[config.mk]
export PLATFORM = sky130hd
export DESIGN_NAME = lfsr_keystream_gen_flat
export DESIGN_NICKNAME = d
export VERILOG_FILES = /design/src/rtl/lfsr_pkg.sv /design/src/rtl/lfsr_keystream_gen_if.sv /design/src/rtl/lfsr_stepper.sv /design/src/rtl/lfsr_keystream_gen.sv /design/src/flat_wrapper.sv
export SDC_FILE = /design/constraint.sdc
export NUM_CORES = 1
export LEC_CHECK = 0
export BUFFER_PORTS_ARGS = -buffer_cell sky130_fd_sc_hd__buf_4
export CORE_ASPECT_RATIO = 0.6
export CORE_MARGIN = 3
export CORE_UTILIZATION = 30
export CTS_CLUSTER_SIZE = 28
export DETAILED_ROUTE_END_ITERATION = 10
export PLACE_DENSITY_LB_ADDON = 0.2
export SLEW_MARGIN = 5
export SYNTH_ARGS = -nofsm -noshare
export SYNTH_HDL_FRONTEND = slang
export SYNTH_SLANG_ARGS = --single-unit
[constraint.sdc]
create_clock -name clk -period 5.1 [get_ports clk]
set_clock_uncertainty 0.1 [all_clocks]
set_input_delay 0.255 -clock clk [delete_from_list [all_inputs] [get_ports clk]]
set_output_delay 0.255 -clock clk [all_outputs]
set_load 0.02 [all_outputs]
[src/rtl/lfsr_pkg.sv]
// Shared types, default polynomials and the single-shift helper for the LFSR keystream generator.
package lfsr_pkg;

    typedef enum logic [1:0] {
        ST_IDLE,
        ST_WARMUP,
        ST_RUN
    } fsm_t;

    // Widest state the shift helper supports; narrower states are zero-extended.
    localparam int MAX_W = 64;

    localparam logic [7:0]  TAPS_8  = 8'hB8;
    localparam logic [7:0]  SEED_8  = 8'hFA;
    localparam logic [15:0] TAPS_16 = 16'hB400;
    localparam logic [15:0] SEED_16 = 16'hACE1;
    localparam logic [31:0] TAPS_32 = 32'h8020_0003;
    localparam logic [31:0] SEED_32 = 32'hDEAD_BEEF;

    function automatic logic [MAX_W-1:0] lfsr_shift(input logic [MAX_W-1:0] s,
                                                    input logic [MAX_W-1:0] taps,
                                                    input int w);
        logic [MAX_W-1:0] mask;
        mask = (MAX_W'(1) << w) - MAX_W'(1);
        return {s[MAX_W-2:0], ^(s & taps)} & mask;
    endfunction

endpackage

[src/rtl/lfsr_keystream_gen_if.sv]
// Keystream word handshake: generator drives value/out_valid, consumer drives out_ready.
interface lfsr_keystream_gen_if #(
    parameter int WIDTH = 8
);
    logic [WIDTH-1:0] value;
    logic             out_valid;
    logic             out_ready;

    modport master (output value, output out_valid, input out_ready);
    modport slave  (input value, input out_valid, output out_ready);
endinterface

[src/rtl/lfsr_stepper.sv]
// Combinational advance of a Fibonacci LFSR by STEP shifts.
module lfsr_stepper
    import lfsr_pkg::*;
#(
    parameter int               WIDTH = 8,
    parameter logic [WIDTH-1:0] TAPS  = WIDTH'(TAPS_8),
    parameter int               STEP  = 1
) (
    input  logic [WIDTH-1:0] cur,
    output logic [WIDTH-1:0] nxt
);

    logic [WIDTH-1:0] chain [STEP+1];

    assign chain[0] = cur;

    for (genvar i = 0; i < STEP; i++) begin : g_shift
        assign chain[i+1] = WIDTH'(lfsr_shift(MAX_W'(chain[i]), MAX_W'(TAPS), WIDTH));
    end

    assign nxt = chain[STEP];

endmodule

[src/rtl/lfsr_keystream_gen.sv]
// Parametrised LFSR keystream source with warm-up, runtime seeding and ready/valid output.
// Optional macro RNG_ZERO_SEED_GUARD_EN: substitutes DEFAULT_SEED for a zero seed and pulses lockup_err.
module lfsr_keystream_gen
    import lfsr_pkg::*;
#(
    parameter int               WIDTH        = 8,
    parameter logic [WIDTH-1:0] TAPS         = WIDTH'(TAPS_8),
    parameter logic [WIDTH-1:0] DEFAULT_SEED = WIDTH'(SEED_8),
    parameter int               WARMUP       = 10,
    parameter int               STEP         = 1
) (
    input  logic                 clk,
    input  logic                 rst,
    input  logic                 ena,
    input  logic                 start,
    input  logic                 seed_load,
    input  logic [WIDTH-1:0]     seed,
    lfsr_keystream_gen_if.master ks,
    output logic                 rdy_random,
    output logic                 busy,
    output logic                 lockup_err
);

    // A zero-length warm-up still needs a one-bit counter to hold the value 0.
    localparam int               CNT_W    = (WARMUP > 0) ? $clog2(WARMUP + 1) : 1;
    localparam logic [CNT_W-1:0] CNT_INIT = CNT_W'(WARMUP);

    fsm_t             fsm;
    logic [CNT_W-1:0] cnt;
    logic [WIDTH-1:0] state;
    logic [WIDTH-1:0] shift_one;
    logic [WIDTH-1:0] shift_step;
    logic [WIDTH-1:0] load_val;
    logic             valid;
    logic             fire;

    lfsr_stepper #(.WIDTH(WIDTH), .TAPS(TAPS), .STEP(1)) u_warm_step (
        .cur (state),
        .nxt (shift_one)
    );

    lfsr_stepper #(.WIDTH(WIDTH), .TAPS(TAPS), .STEP(STEP)) u_word_step (
        .cur (state),
        .nxt (shift_step)
    );

    assign fire         = valid & ks.out_ready;
    assign ks.value     = state;
    assign ks.out_valid = valid;

`ifdef RNG_ZERO_SEED_GUARD_EN
    logic seed_zero;

    assign seed_zero = (seed == '0);
    assign load_val  = seed_zero ? DEFAULT_SEED : seed;

    always_ff @(posedge clk or negedge rst) begin
        if (!rst) begin
            lockup_err <= 1'b0;
        end else if (ena) begin
            lockup_err <= seed_load & seed_zero;
        end
    end
`else
    assign load_val   = seed;
    assign lockup_err = 1'b0;
`endif

    always_ff @(posedge clk or negedge rst) begin
        if (!rst) begin
            state      <= DEFAULT_SEED;
            fsm        <= ST_IDLE;
            cnt        <= CNT_INIT;
            valid      <= 1'b0;
            rdy_random <= 1'b0;
            busy       <= 1'b0;
        end else if (ena) begin
            if (seed_load) begin
                state      <= load_val;
                fsm        <= ST_IDLE;
                cnt        <= CNT_INIT;
                valid      <= 1'b0;
                rdy_random <= 1'b0;
                busy       <= 1'b0;
            end else begin
                case (fsm)
                    ST_IDLE: begin
                        if (start) begin
                            fsm  <= ST_WARMUP;
                            busy <= 1'b1;
                        end
                    end
                    ST_WARMUP: begin
                        if (!start) begin
                            fsm  <= ST_IDLE;
                            cnt  <= CNT_INIT;
                            busy <= 1'b0;
                        end else if (cnt != '0) begin
                            state <= shift_one;
                            cnt   <= cnt - CNT_W'(1);
                        end else begin
                            fsm        <= ST_RUN;
                            valid      <= 1'b1;
                            rdy_random <= 1'b1;
                            busy       <= 1'b0;
                        end
                    end
                    ST_RUN: begin
                        // A handshake on the stop cycle still consumes the current word.
                        if (fire) begin
                            state <= shift_step;
                        end
                        if (!start) begin
                            fsm        <= ST_IDLE;
                            cnt        <= CNT_INIT;
                            valid      <= 1'b0;
                            rdy_random <= 1'b0;
                        end
                    end
                    default: begin
                        fsm <= ST_IDLE;
                    end
                endcase
            end
        end
    end

endmodule

[src/flat_wrapper.sv]
// flat-port wrapper written by rule: the top's interface ports become plain ports
module lfsr_keystream_gen_flat import lfsr_pkg::*;
#(
    parameter int               WIDTH        = 8,
    parameter logic [WIDTH-1:0] TAPS         = WIDTH'(TAPS_8),
    parameter logic [WIDTH-1:0] DEFAULT_SEED = WIDTH'(SEED_8),
    parameter int               WARMUP       = 10,
    parameter int               STEP         = 1
)
  (clk, rst, ena, start, seed_load, seed, rdy_random, busy, lockup_err, ks_value, ks_out_valid, ks_out_ready);
  lfsr_keystream_gen_if #(.WIDTH(WIDTH)) ks_i ();
  input  logic clk;
  input  logic rst;
  input  logic ena;
  input  logic start;
  input  logic seed_load;
  input  logic [WIDTH-1:0] seed;
  output logic rdy_random;
  output logic busy;
  output logic lockup_err;
  output wire logic [$bits(ks_i.value)-1:0] ks_value;
  output wire logic [$bits(ks_i.out_valid)-1:0] ks_out_valid;
  input wire logic [$bits(ks_i.out_ready)-1:0] ks_out_ready;
  assign ks_value = ks_i.value;
  assign ks_out_valid = ks_i.out_valid;
  assign ks_i.out_ready = ks_out_ready;
  lfsr_keystream_gen #(.WIDTH(WIDTH), .TAPS(TAPS), .DEFAULT_SEED(DEFAULT_SEED), .WARMUP(WARMUP), .STEP(STEP)) u_core (.clk(clk), .rst(rst), .ena(ena), .start(start), .seed_load(seed_load), .seed(seed), .ks(ks_i), .rdy_random(rdy_random), .busy(busy), .lockup_err(lockup_err));
endmodule
==> impl_metrics.toml, run 1 <==
[floorplan]
start_util = 0.324
dieArea_um2 = 3920
chipHeight_um = 49.7
core_area_um2 = 2950
rows = 15
ios = 26
dieWidth_um = 78.9

[pwr]
p_leak_uw = 0.000536
ir_worst_vdd_v = 0.000204
pwr-share-seq = 0.404
power_density_nw_per_um2 = 411
clockPowerShare = 0.225
combPwrFrac = 0.371
p_sw_uw = 164
finalPower_uw = 508
p_sw_frac = 0.323
intPower_uw = 344

[finish]
antenna_cells = 0
n_fill_cell = 293
fin_cells = 157
final_nets = 132
syn2layout_area_growth_pct = 29.2
drive_above_1_share = 0.496

[sta]
fin_crit_sh = 0.380
final_max_slew_viol_count = 0
post-route-worst-setup-slack_ps = 3160
rsz0062_at_grt = "false"
layout_min_cycle_time_ps = 1940
fmax_mhz = 516
whs_ps = 171
hold_viol_final = 0
setup_viol = 0
tns_ps = 0

[clock_network]
tritoncts = "built"
path_clk_slew_ps = 70
clk_path_buf_depth = 2
numCtsBuffers = 3
numClockSinks = 16
cts.root.buffer_cell = "clkbuf_8"
clock_tree.htree_level_count = 1
clock_latency_ps = 250
cts_resized = 0
ctsHoldBuffers = 1
post_cts_buffers = 0

[outcome]
status = "finished, final reports clean"

[critical_path]
arrival_ps = 1980
cp.required_ps = 5140
critPathKind = "reg -> reg"
start_kind = "register"
endpoint_kind = "register"
critPathMaxFanout = 8

[placed_design]
post-dp-hpwl_um = 1570
gp_congestion = 0.782
placedCellCount = 152
dp_worst_setup_slack_ps = 3160
port_buffers = 24

[logic_synthesis]
synth_edf_count = 0
ys_top_cells_by_area = "dfstp_2 (22%), dfrtp_1 (21%), mux2_2 (18%), o21ai_0 (4.2%), xnor2_1 (2.7%)"
syn-num-nets = 105
async_reset_ff_frac = 1.00
synthTopCellsByCount = "mux2_2 (15), dfrtp_1 (8), dfstp_2 (8), o21ai_0 (8), inv_1 (6)"
ys_seq_area_frac = 0.429
syn_area_um2 = 956
yosysTopAreaCell = "dfstp_2"
netlist_instances = 89
synth_most_common_cell = "mux2_2"
synth.distinct_cells = 35
synth.avg_cell_area_um2 = 10.7
synth_ff_type = "dfstp_2"
synth-warning-count = 0
netlist.area_leader.share = 0.220
synth_seq_cells = 16

[detailed_routing]
viasPerCell = 4.74
first_pass_iters = 4
drtAntennaViolNets = 0
vias = 744
drcViolationCount = 0
drt_iter0_drc = 68
finalWirelength_um = 2080
wl_per_cell_um = 13.2

[grt]
grt_pass1_vias = 669
overflow = 0
track_usage = 0.110
grt_antenna_before_repair = 0
grt_pass1_wl_um = 3370
grt_max_degree = 17

[worst_hold_path]
hold_path_class = "in -> reg"

[flow_run]
drv_cap = 0
[logic make-up (layout without fill, tap and decap cells)]
group / Yosys count / count (layout) / share of synthesized area
AOI/OAI and AO/OA: 20 / 20 / 0.148
xor gates and xnor gates: 3 / 3 / 0.0275
adders and majority gates: 2 / 2 / 0.0262
buffers and inverters: 9 / 35 / 0.0432
DFF: 16 / 16 / 0.429
muxes: 15 / 15 / 0.177
other: 1 / 1 / 0.00392
and+or+nand+nor: 23 / 23 / 0.145
[flip-flops by register name, summed over array words and instances (netlist names)]
signal,count
u_core.ks.value,8
u_core.cnt,4
u_core.fsm,2
u_core.busy,1
u_core.ks.out_valid,1
[worst max-delay path, stage by stage (launching register included)]
cell and delay (ps):
dfstp_2 530, inv_1 60, ha_1 190, or3b_2 230, nand2_2 70, a21oi_4 270, mux2_2 370
[power groups by stage]
stage	Clock, uW	Sequential, uW	Combinational, uW
3_3_place_gp	0	207	189
6_report	114	205	189
4_1_cts	119	206	192
2_1_floorplan	0	237	87.1
3_5_place_dp	0	210	190
5_1_grt	125	212	205
[placed cells by master (no fill, tap or decap), types with 2 or more instances in the layout]
cell,count
buf_4,24
mux2_2,15
o21ai_0,8
dfrtp_1,8
dfstp_2,8
inv_1,6
nand2_1,5
clkbuf_8,4
nor3_1,3
xnor2_1,3
nand2b_1,2
nor4_1,2
a31oi_1,2
o31ai_1,2
ha_1,2
[area by class of cell]
type / instances / area, um^2 / area share
Sequential cell: 16 / 410 / 0.332
Inverter: 6 / 22.5 / 0.0182
Timing Repair Buffer: 25 / 190 / 0.154
Clock buffer: 4 / 55.1 / 0.0446
Tap cell: 42 / 52.6 / 0.0426
Multi-Input combinational cell: 64 / 504 / 0.408
[metrics by stage]
step | cell area, um^2 | util
2_1_floorplan | 956 | -
3_3_place_gp | 1170 | 0.397
3_5_place_dp | 1170 | 0.397
4_1_cts | 1230 | 0.419
5_1_grt | 1230 | 0.419
6_report | 1230 | 0.419
[worst paths after layout]
kind	depth (start not counted)	from	to	slack (ps)
max in group asynchronous	2	rst	u_core.cnt[1]$_DFFE_PN1P_	4330
worst min-delay path	2	ena	u_core.fsm[0]$_DFFE_PN0P_	170
worst min register to register	1	u_core.busy$_DFFE_PN0P_	u_core.busy$_DFFE_PN0P_	410
worst max register to register	6	u_core.cnt[1]$_DFFE_PN1P_	u_core.ks.value[2]$_DFFE_PN0P_	3160
worst max-delay path	6	u_core.cnt[1]$_DFFE_PN1P_	u_core.ks.value[2]$_DFFE_PN0P_	3160
min in group asynchronous	2	rst	u_core.ks.value[2]$_DFFE_PN0P_	310
[metal layers]
layer | vias to the layer above | share of wire | global-route usage
met1 | 346 | 0.51 | 0.169
met3 | 2 | 0.064 | 0.0328
met5 | - | 0 | 0
met4 | 0 | 0.0067 | 0.0171
met2 | 31 | 0.42 | 0.151
li1 | 365 | - | -
(Power assumes the default switching activity.)
==> run 2, diff against run 1 <==
- clock period: 5.1 -> 2 ns (I/O delays scaled with it)
==> impl_metrics.toml, run 2 (same netlist as run 1, synthesis figures left out) <==
[outcome]
status = "finished, final reports clean"

[detailed_routing]
vias = 786
finalWirelength_um = 2180
drt_iter0_drc = 49
first_pass_iters = 4
drtAntennaViolNets = 0
drcViolationCount = 0
viasPerCell = 4.91
wl_per_cell_um = 13.6

[critical_path]
cp.required_ps = 2040
r2r-start = "u_core.cnt[1]$_DFFE_PN1P_"
start_kind = "register"
critPathMaxFanout = 4
endpoint_kind = "register"
endpoint = "u_core.ks.value[2]$_DFFE_PN0P_"
arrival_ps = 1960
setup.worst_path.start = "u_core.cnt[1]$_DFFE_PN1P_"
regToRegSetupSlack_ps = 80
r2r-end = "u_core.ks.value[2]$_DFFE_PN0P_"
critPathKind = "reg -> reg"
r2r_cells = 7

[sta]
final_max_slew_viol_count = 0
fmax_mhz = 522
layout_min_cycle_time_ps = 1920
setup_viol = 0
rsz0062_at_grt = "false"
tns_ps = 0
fin_crit_sh = 0.958
hold_viol_final = 0

[finish]
antenna_cells = 0
drive_above_1_share = 0.508
syn2layout_area_growth_pct = 32.6
final_cell_mix = "buf_4 (27), mux2_2 (13), o21ai_0 (8), dfrtp_1 (8), dfstp_2 (8)"
final_core_util = 0.430
final_nets = 135
layout_commonest_cell = "buf_4"
largest_reg_flops = 8

[clock_network]
clock_tree.htree_level_count = 1
tritoncts = "built"
numCtsBuffers = 3
clock_latency_ps = 250
path_clk_slew_ps = 70
clk_path_buf_depth = 2
cts.root.buffer_cell = "clkbuf_8"
numClockSinks = 16

[floorplan]
dieWidth_um = 78.9
dieArea_um2 = 3920
core_area_um2 = 2950
chipHeight_um = 49.7
ios = 26
rows = 15
start_util = 0.324

[grt]
grt_pass1_wl_um = 3510
grt_max_degree = 17
overflow = 0
track_usage = 0.113
grt_pass1_vias = 710
grt_antenna_before_repair = 0

[pwr]
intPower_uw = 896
pwr-share-seq = 0.397
p_sw_frac = 0.326
p_sw_uw = 433
combPwrFrac = 0.381
clockPowerShare = 0.222
power_density_nw_per_um2 = 1050
p_leak_uw = 0.000560
ir_worst_vdd_v = 0.000442

[flow_run]
drv_cap = 0

[placed_design]
port_buffers = 24
gp_congestion = 0.794
post-dp-hpwl_um = 1600

[worst_hold_path]
hold_path_class = "in -> reg"
-- run 2: changes by cell type in the layout (fill, tap and decap cells not counted), sizes merged --
cell	change
buf	+3
-- run 2: worst min path at each step --
stage	from	to	cells after the start
6_report	ena	u_core.fsm[0]$_DFFE_PN0P_	2
5_1_grt	ena	u_core.fsm[0]$_DFFE_PN0P_	2
4_1_cts	ena	u_core.fsm[0]$_DFFE_PN0P_	2
3_5_place_dp	rst	u_core.ks.value[2]$_DFFE_PN0P_	1
3_3_place_gp	rst	u_core.ks.value[2]$_DFFE_PN0P_	1
2_1_floorplan	rst	u_core.busy$_DFFE_PN0P_	0
-- run 2: final cells by class --
class	count	area (um^2)
clock buffer	4	55.1
fill	282	1680
inverter	6	22.5
multi-input combinational	64	514
sequential	16	410
tap	42	52.6
timing repair buffer	28	213
-- run 2: power by group through the flow --
stage	clock network [uW]	logic [uW]	registers (uW)
2_1_floorplan	0	222	605
3_3_place_gp	0	485	526
3_5_place_dp	0	490	533
4_1_cts	301	493	528
5_1_grt	318	545	544
6_report	295	506	528
-- run 2: metal layers --
layer,part of all wire,GRT usage
met1,0.52,0.170
met2,0.43,0.159
met3,0.046,0.0328
met4,0,0.0257
met5,0,0
-- run 2: what timing repair did --
item                       4_1_cts  5_1_grt
setup endpoints to repair        0        2
hold buffers                     1        0
resized for setup                0        3
buffers inserted                 0        2
hold endpoints to repair        16        0
-- run 2: critical path, stage by stage (launching register included) --
cell and delay (ps):
dfstp_2 530, inv_1 60, ha_1 200, or3b_4 260, nand2_2 60, a21oi_4 140
buf_4 160, mux2_4 300
-- run 2: stage by stage --
stage	hold WS [ps]	power (uW)	setup WS (ps)	cell area [um^2]	cells
CTS	1.32	1320	47.7	1240	158
global placement	-127	1010	114	1180	153
detailed placement	-123	1020	57.5	1180	153
floorplan	-296	827	208	956	89
global route	22.6	1410	13.5	1270	160
finish	6.02	1330	84.1	1270	160
